$ cat config.mk
export PLATFORM = sky130hd
export DESIGN_NAME = vga_fetch_unit
export DESIGN_NICKNAME = d
export VERILOG_FILES = /design/src/rtl/vga_fetch_unit.sv
export SDC_FILE = /design/constraint.sdc
export NUM_CORES = 1
export LEC_CHECK = 0
export CORE_UTILIZATION = 50
export CTS_CLUSTER_SIZE = 10
export DETAILED_ROUTE_END_ITERATION = 10
export PLACE_DENSITY = 0.75
export REMOVE_ABC_BUFFERS = 1
export SYNTH_ARGS = -nofsm -noshare
export SYNTH_HDL_FRONTEND = slang
export SYNTH_SLANG_ARGS = --single-unit
$ cat constraint.sdc
create_clock -name clk -period 3.4 [get_ports clk]
set_input_delay 0.85 -clock clk [delete_from_list [all_inputs] [get_ports clk]]
set_output_delay 0.85 -clock clk [all_outputs]
set_load 0.005 [all_outputs]
$ cat src/rtl/vga_fetch_unit.sv
// VGA framebuffer fetch client: per visible line it reads WORDS_PER_LINE words through the
// request_handler VGA port and queues them in a small FIFO for the pixel serializer.
module vga_fetch_unit #(
  parameter logic [31:0] FB_BASE        = 32'h0000_2000,
  parameter int          WORDS_PER_LINE = 20,
  parameter int          LINES          = 480,
  parameter int          READY_CYCLES   = 2,
  parameter int          FIFO_DEPTH     = 8
) (
  input  logic        clk,
  input  logic        rst,
  input  logic        frame_start,
  input  logic        line_start,
  input  logic        pixel_pop,
  input  logic        mem_busy,
  input  logic [31:0] data_to_VGA,
  output logic [1:0]  VGA_state,
  output logic        read_from_VGA,
  output logic        write_from_VGA,
  output logic [31:0] adr_from_VGA,
  output logic [31:0] data_from_VGA,
  output logic [3:0]  sel_from_VGA,
  output logic [31:0] pixel_word,
  output logic        pixel_valid,
  output logic        underflow,
  output logic        overrun
);
  localparam logic [1:0] S_INACTIVE = 2'b00;
  localparam logic [1:0] S_READY    = 2'b01;
  localparam logic [1:0] S_ACTIVE   = 2'b10;

  localparam int LW = $clog2(LINES + 1);
  localparam int WW = $clog2(WORDS_PER_LINE + 1);
  localparam int RW = $clog2(READY_CYCLES + 1);
  localparam int PW = $clog2(FIFO_DEPTH);
  localparam int CW = $clog2(FIFO_DEPTH + 1);

  logic [1:0]    state;
  logic [LW-1:0] line_cnt;
  logic [WW-1:0] word_cnt;
  logic [RW-1:0] ready_cnt;
  logic          outstanding;

  logic [31:0]   fifo_mem [FIFO_DEPTH];
  logic [PW-1:0] wr_ptr;
  logic [PW-1:0] rd_ptr;
  logic [CW-1:0] fifo_count;
  logic [31:0]   last_word;

  logic          fifo_empty;
  logic          accept;
  logic          push;
  logic          pop;
  logic          last_push;
  logic [31:0]   word_index;

  assign fifo_empty    = (fifo_count == '0);
  // Holding the issue gate on fifo_count guarantees the single in-flight word always has a slot.
  assign read_from_VGA = (state == S_ACTIVE) && !outstanding && (fifo_count < CW'(FIFO_DEPTH));
  assign accept        = read_from_VGA && !mem_busy && !frame_start;
  assign push          = outstanding && !mem_busy && !frame_start;
  assign pop           = pixel_pop && !fifo_empty && !frame_start;
  assign last_push     = push && (word_cnt == WW'(WORDS_PER_LINE - 1));

  assign word_index     = 32'(line_cnt) * 32'(WORDS_PER_LINE) + 32'(word_cnt);
  assign adr_from_VGA   = read_from_VGA ? FB_BASE + (word_index << 2) : 32'h0;
  assign sel_from_VGA   = read_from_VGA ? 4'b1111 : 4'b0000;
  assign write_from_VGA = 1'b0;
  assign data_from_VGA  = 32'h0;
  assign VGA_state      = state;
  assign pixel_valid    = !fifo_empty;
  assign pixel_word     = fifo_empty ? last_word : fifo_mem[rd_ptr];

  // NOTE: state registers use non-blocking (<=) so every flop samples pre-edge values.
  always_ff @(posedge clk or posedge rst) begin
    if (rst) begin
      state       <= S_INACTIVE;
      line_cnt    <= '0;
      word_cnt    <= '0;
      ready_cnt   <= '0;
      outstanding <= 1'b0;
    end else if (frame_start) begin
      state       <= S_INACTIVE;
      line_cnt    <= '0;
      word_cnt    <= '0;
      ready_cnt   <= '0;
      outstanding <= 1'b0;
    end else begin
      case (state)
        S_INACTIVE: begin
          if (line_start && (line_cnt < LW'(LINES))) begin
            state     <= S_READY;
            ready_cnt <= '0;
          end
        end
        S_READY: begin
          ready_cnt <= ready_cnt + 1'b1;
          if (ready_cnt == RW'(READY_CYCLES - 1)) state <= S_ACTIVE;
        end
        S_ACTIVE: begin
          if (accept) outstanding <= 1'b1;
          if (push) begin
            outstanding <= 1'b0;
            if (last_push) begin
              word_cnt <= '0;
              line_cnt <= line_cnt + 1'b1;
              state    <= S_INACTIVE;
            end else begin
              word_cnt <= word_cnt + 1'b1;
            end
          end
        end
        default: state <= S_INACTIVE;
      endcase
    end
  end

  always_ff @(posedge clk or posedge rst) begin
    if (rst) begin
      underflow <= 1'b0;
      overrun   <= 1'b0;
    end else begin
      underflow <= pixel_pop && fifo_empty;
      overrun   <= line_start && !frame_start && (state != S_INACTIVE);
    end
  end

  // last_word lets pixel_word hold its previous value while the FIFO is empty.
  always_ff @(posedge clk or posedge rst) begin
    if (rst) begin
      wr_ptr     <= '0;
      rd_ptr     <= '0;
      fifo_count <= '0;
      last_word  <= '0;
    end else begin
      last_word <= pixel_word;
      if (frame_start) begin
        wr_ptr     <= '0;
        rd_ptr     <= '0;
        fifo_count <= '0;
      end else begin
        if (push) wr_ptr <= wr_ptr + 1'b1;
        if (pop)  rd_ptr <= rd_ptr + 1'b1;
        case ({push, pop})
          2'b10:   fifo_count <= fifo_count + 1'b1;
          2'b01:   fifo_count <= fifo_count - 1'b1;
          default: fifo_count <= fifo_count;
        endcase
      end
    end
  end

  // NOTE: FIFO storage has no reset; fifo_count gates every read of it, so contents never leak.
  always_ff @(posedge clk) begin
    if (push) fifo_mem[wr_ptr] <= data_to_VGA;
  end

endmodule

==> impl_metrics.env, run 1 <==
export IMPL_r2r_start="fifo_count[2]"
export IMPL_arrival_ps=3340
export IMPL_end_kind="primary output"
export IMPL_synth_cell_types=56
export IMPL_whs_endpoint="last_word[7]"
export IMPL_crit_type="reg -> out"
export IMPL_vias_per_cell=5.55
export IMPL_async_reset_ff_share_pct=19.7
export IMPL_hpwlAfterDp_um=16500
export IMPL_tns_ps=-4880
export IMPL_clock_path_buffers=3
export IMPL_powerDensity_nw_per_um2=672
export IMPL_io_pins=145
export IMPL_status="finished with violations"
export IMPL_clkTransAtPathRegs_ps=50
export IMPL_fin_nets=1096
export IMPL_gp_congestion=0.882
export IMPL_antenna_found_initial=0
export IMPL_cp_required_ps=2550
export IMPL_syn_cell_area_um2=13600
export IMPL_skew_ps=29.5
export IMPL_grt_ovfl_total=0
export IMPL_syn_inst=820
export IMPL_grt_max_degree=67
export IMPL_fin_ws_ps=-792
export IMPL_whs_ps=483
export IMPL_fin_crit_sh_pct=123
export IMPL_synth_edf_count=256
export IMPL_vias=7777
export IMPL_slew_headroom_pct=46.9
export IMPL_worstSetupStartpoint="line_cnt[3]"
export IMPL_area_delta_synth_final_pct=27.4
export IMPL_grt_pass1_wl_um=44900
export IMPL_coreArea_um2=26800
export IMPL_h_tree_depth=2
export IMPL_violations="setup timing"
export IMPL_drive_gt1_share_pct=28.7
export IMPL_dieArea_um2=27900
export IMPL_rsz0062_at_grt="yes"
export IMPL_syn_area_per_cell_um2=16.6
export IMPL_synth_seq_cells=319
export IMPL_insertion_delay_ps=530
export IMPL_period_minus_slack_ps=4190
export IMPL_worstMarginPinSlew_ps=795
export IMPL_wirelength_um=29700
export IMPL_yosys_warnings=0
export IMPL_hp_start="last_word[7]"
export IMPL_hold_buffers=0
export IMPL_hold_path_class="reg -> reg"
export IMPL_slew_violations=0
export IMPL_drc=0
export IMPL_r2r_end="fifo_count[3]"
export IMPL_dpl_cell_count=1297
export IMPL_r2r_cells=12
export IMPL_yosysSeqAreaShare_pct=68.1
export IMPL_maxCapViolCount=0
export IMPL_wire_per_inst_um=21.2
export IMPL_cp_max_fo=3
export IMPL_grt_pass1_vias=7934
export IMPL_ir_worst_vdd_mv=0.550
export IMPL_whs_path_depth=2
export IMPL_n_antenna_cell=0
export IMPL_cts_sinks=319
export IMPL_io_buffers=94
export IMPL_die_height_um=167
export IMPL_firstDrtPassIters=5
export IMPL_final_cell_count_no_fill=1402
export IMPL_cts_root_buf="clkbuf_16"
export IMPL_hold_viol_final=0
export IMPL_grt_use_total_pct=21.2
export IMPL_start_kind="flip-flop"
export IMPL_rows=60
export IMPL_leakage_nw=6.45
export IMPL_place_ws_ps=-806
export IMPL_setup_violations=8
export IMPL_cts_tree="done"
export IMPL_start_util_pct=50.8
export IMPL_drtIter0Drc=726
export IMPL_p_total_mw=11.7
export IMPL_reg2reg_slack_ps=700
export IMPL_max_freq_mhz=239
export IMPL_die_x_um=167
export IMPL_ant_nets=0
export IMPL_numCtsBuffers=38
export IMPL_synth_flop_cell="edfxtp_1"
## through the flow
stage | cell area [µm²] | util (%)
6_report | 17300 | 64.7
5_1_grt | 17300 | 64.7
4_1_cts | 17100 | 63.8
3_5_place_dp | 15400 | 57.5
3_3_place_gp | 15400 | 57.5
2_1_floorplan | 13200 | -
## registers in the layout, summed over array words and instances, names as in the netlist
name	cells
VGA_state	2
fifo_count	4
fifo_mem	256
last_word	32
line_cnt	9
outstanding	1
overrun	1
rd_ptr	3
ready_cnt	2
underflow	1
word_cnt	5
wr_ptr	3
## per-layer routing
metal	track usage (%)	part of all wire, %	vias to the layer above
met5	0	0	-
met4	6.20	2.1	0
met3	3.97	5.9	50
met2	37.0	52	292
met1	27.1	40	3962
li1	-	-	3473
## power breakdown
group	switching (mW)	leakage (nW)	internal, mW
Clock	1.53	0.550	2.22
Sequential	0.0975	3.11	4.47
Combinational	1.57	2.79	1.76
Total	3.20	6.45	8.45
## logic make-up after synthesis
logic type / synth area share (%)
XOR/XNOR: 1.80
other: 0.0276
multiplexers: 13.5
AND/OR/NAND/NOR: 5.24
adder cells (fa/ha/maj): 2.65
AO/OA/AOI/OAI: 4.30
buffers and inverters: 4.44
flip-flops: 68.1
## repair_timing
action,4_1_cts,5_1_grt
pin swaps,18,20
cloned,5,1
endpoints found under the setup margin,34,26
resized for setup,125,49
hold endpoints to repair,0,0
buffers inserted,17,14
## synth_stat cells, drive strengths merged (16+ instances only)
cell    number  area share (%)
buf         67             3.5
a21oi       16            0.59
nand2       58             1.6
o21ai       40             1.5
mux4        64              11
dfrtp       63              12
xnor2       16             1.0
ha          24             2.2
mux2i       38             2.8
clkbuf      19            0.60
nor2        41             1.1
edfxtp     256              56
## cell usage in the layout, fill, tap and decap left out, types with 14 or more instances in the layout
master,Yosys,routed
mux4_2,64,64
clkdlybuf4s50_1,0,53
ha_1,24,19
nand2_1,58,57
clkbuf_1,18,26
edfxtp_1,256,256
nor2_1,41,33
dfrtp_1,63,60
conb_1,1,50
buf_12,0,15
buf_4,54,86
a21oi_1,16,14
mux2i_1,38,26
dlygate4sd2_1,0,21
o21ai_1,0,23
clkbuf_16,0,38
## area by class of cell
class                   count  area (µm²)
repair buffers            208        2120
clock buffers              65        1060
well taps                 341         427
clock inverters             5        93.8
inverters                  14        52.6
flip-flops and latches    319        9270
fillers                  1781        9460
multi-input cells         450        4320
## worst max-delay path, cell delays in order, from the launching register on
cell and delay, ps:
dfrtp_1 380, ha_1 300, ha_2 190, fa_2 380, a21o_4 230, a221oi_4 250
buf_4 160, buf_6 90, mux2i_1 190, mux2i_1 110, a31oi_2 230, mux2i_1 190
buf_2 130
## worst max-delay path by stage
stage,end,slack (ps),cells after the start
after detailed placement,adr_from_VGA[15],-810,10
after floorplan,fifo_count[3],-3370,11
after global placement,adr_from_VGA[15],-700,10
final,adr_from_VGA[15],-790,12
after CTS,adr_from_VGA[15],-850,12
after global routing,adr_from_VGA[15],-970,12
Note: power is estimated with default switching activity, not from simulation.
==> inputs of run 2 (changes only) <==
Settings changed: PLACE_DENSITY 0.75 to 0.72, SETUP_SLACK_MARGIN set to 0.15.
Clock period 3.4 ns to 4.8 ns, I/O delays scaled along.
==> run 2 against run 1 <==
  * Design area is 5.6% lower
  * Die area unchanged
  * Wire length decreased by 11%
  * Clock skew fell by 15 ps
  * Highest routed layer unchanged
  * Critical endpoint unchanged
  * Largest power group unchanged
  * The flow now finishes without violations
==> impl_metrics.env, run 2 (same netlist as run 1, synthesis figures left out) <==
export IMPL_largest_reg_flops=256
export IMPL_crit_type="reg -> out"
export IMPL_coreArea_um2=26800
export IMPL_status="completed"
export IMPL_h_tree_depth=2
export IMPL_wire_per_inst_um=20.0
export IMPL_setup_violations=0
export IMPL_worstSetupStartpoint="line_cnt[6]"
export IMPL_start_kind="flip-flop"
export IMPL_slew_violations=0
export IMPL_leakage_nw=5.73
export IMPL_area_delta_synth_final_pct=20.2
export IMPL_hpwlAfterDp_um=15700
export IMPL_cp_max_fo=7
export IMPL_grt_use_total_pct=19.4
export IMPL_fin_nets=1021
export IMPL_mostFrequentLayoutCell="edfxtp_1"
export IMPL_gp_congestion=0.792
export IMPL_maxCapViolCount=0
export IMPL_regMostFlops="fifo_mem"
export IMPL_r2r_cells=12
export IMPL_design_area_um2=16400
export IMPL_io_buffers=94
export IMPL_end_kind="primary output"
export IMPL_io_pins=145
export IMPL_slew_headroom_pct=40.1
export IMPL_fin_crit_sh_pct=97.0
export IMPL_arrival_ps=3460
export IMPL_insertion_delay_ps=520
export IMPL_r2r_start="fifo_count[0]"
export IMPL_hold_viol_final=0
export IMPL_internal_power_mw=5.84
export IMPL_worstMarginPinSlew_ps=898
export IMPL_powerDensity_nw_per_um2=481
export IMPL_top_layer="met4"
export IMPL_mostFrequentLayoutCells="edfxtp_1, clkdlybuf4s50_1, mux4_2"
export IMPL_cts_tree="done"
export IMPL_rows=60
export IMPL_grt_pass1_vias=7385
export IMPL_final_cell_count_no_fill=1328
export IMPL_seqPwrFrac_pct=41.8
export IMPL_ant_nets=0
export IMPL_timing_critical_path_to="adr_from_VGA[15]"
export IMPL_rsz0062_at_grt="yes"
export IMPL_swShare_pct=25.8
export IMPL_drtIter0Drc=557
export IMPL_hold_path_class="reg -> reg"
export IMPL_met3_length_um=1480
export IMPL_clock_path_buffers=3
export IMPL_ir_worst_vdd_mv=0.422
export IMPL_reg2reg_slack_ps=1990
export IMPL_drc=0
export IMPL_wl_met2_um=13100
export IMPL_clkTransAtPathRegs_ps=60
export IMPL_vias=7305
export IMPL_fill_cells=1932
export IMPL_dieArea_um2=27900
export IMPL_grt_pass1_wl_um=41200
export IMPL_whs_ps=488
export IMPL_p_clk_share_pct=34.1
export IMPL_vias_per_cell=5.50
export IMPL_die_height_um=167
export IMPL_firstDrtPassIters=6
export IMPL_r2r_end="fifo_count[3]"
export IMPL_cts_root_buf="clkbuf_16"
export IMPL_wirelength_um=26600
export IMPL_antenna_found_initial=2
export IMPL_grt_max_degree=48
export IMPL_period_minus_slack_ps=4660
export IMPL_reg_top3="fifo_mem: 256 flops, last_word: 32 flops, line_cnt: 9 flops"
export IMPL_p_comb_share_pct=24.0
export IMPL_dpl_cell_count=1242
export IMPL_skew_ps=14.9
export IMPL_drive_gt1_share_pct=20.7
export IMPL_numCtsBuffers=38
export IMPL_power_switching_mw=2.03
export IMPL_place_area_um2=14900
export IMPL_max_freq_mhz=215
export IMPL_wl_met1_um=11400
export IMPL_grt_ovfl_total=0
export IMPL_die_x_um=167
export IMPL_start_util_pct=50.8
export IMPL_cp_required_ps=3600
export IMPL_cts_sinks=319
==> run 2: cell count changes in the layout (fill, tap and decap cells not counted), sizes merged <==
cell	change
dlymetal6s2s	-8
dlygate4sd2	-20
bufbuf	-2
clkdlybuf4s15	-4
bufinv	+1
clkdlybuf4s50	+37
clkbuf	+3
clkinv	+1
diode	+1
inv	-3
buf	-80
==> run 2: power groups by stage <==
stage / clock, mW / sequential (mW) / combinational, mW
finish: 2.69 / 3.29 / 1.89
global route: 2.85 / 3.32 / 2.08
CTS: 2.74 / 3.30 / 1.92
detailed placement: 0 / 3.35 / 1.90
global placement: 0 / 3.34 / 1.89
floorplan: 0 / 3.39 / 0.898
==> run 2: routing by layer <==
layer | vias up | global-route usage, %
li1 | 3326 | -
met1 | 3696 | 26.0
met2 | 233 | 32.2
met3 | 50 | 3.87
met4 | 0 | 5.68
met5 | - | 0
==> run 2: cell type report <==
cell class,instances,area [µm²],share of cell area [%]
diodes,1,2.50,0.0153
repair buffers,133,1280,7.85
multi-input cells,450,4140,25.3
flip-flops and latches,319,9270,56.7
clock inverters,4,92.6,0.566
well taps,341,427,2.61
inverters,14,53.8,0.329
clock buffers,66,1090,6.64
==> run 2: how the worst min path moves through the flow <==
stage                        startpoint             to  slack, ps  cells past startpoint
after floorplan            last_word[0]   last_word[0]        490                      2
after global placement    last_word[10]  last_word[10]        470                      2
after detailed placement  last_word[30]  last_word[30]        480                      2
after CTS                 last_word[10]  last_word[10]        490                      2
after global routing      last_word[10]  last_word[10]        520                      2
final                     last_word[10]  last_word[10]        490                      2
==> run 2: repair_timing <==
action / 4_1_cts / 5_1_grt
pin swaps: 9 / 9
endpoints found under the hold margin: 0 / 0
endpoints found under the setup margin: 6 / 6
gates cloned: 0 / 0
hold buffers: 0 / 0
resized for setup: 18 / 21
setup buffers: 6 / 9
==> run 2: critical path: stages (launching register included) <==
cell and delay (ps):
dfrtp_1 440, ha_1 330, ha_1 450, and3_1 240
a221oi_4 310, buf_4 200, mux2i_1 280, mux2i_2 130
a31oi_2 230, mux2i_1 200, clkbuf_2 130
==> run 2: stage by stage <==
step,utilization [%],power (mW),setup slack [ps],setup TNS (ps)
after floorplan,-,4.29,-1970,-86250
after global placement,55.7,5.23,217,0
after detailed placement,55.7,5.25,196,0
after CTS,60.5,7.96,10.1,0
after global routing,61.0,8.24,47.4,0
final,61.1,7.88,145,0
==> inputs of run 3 (changes only) <==
Settings changed: GPL_TIMING_DRIVEN set to 1.
==> results of run 3 <==
Final layout, timing and power as in run 2 (identical DEF).
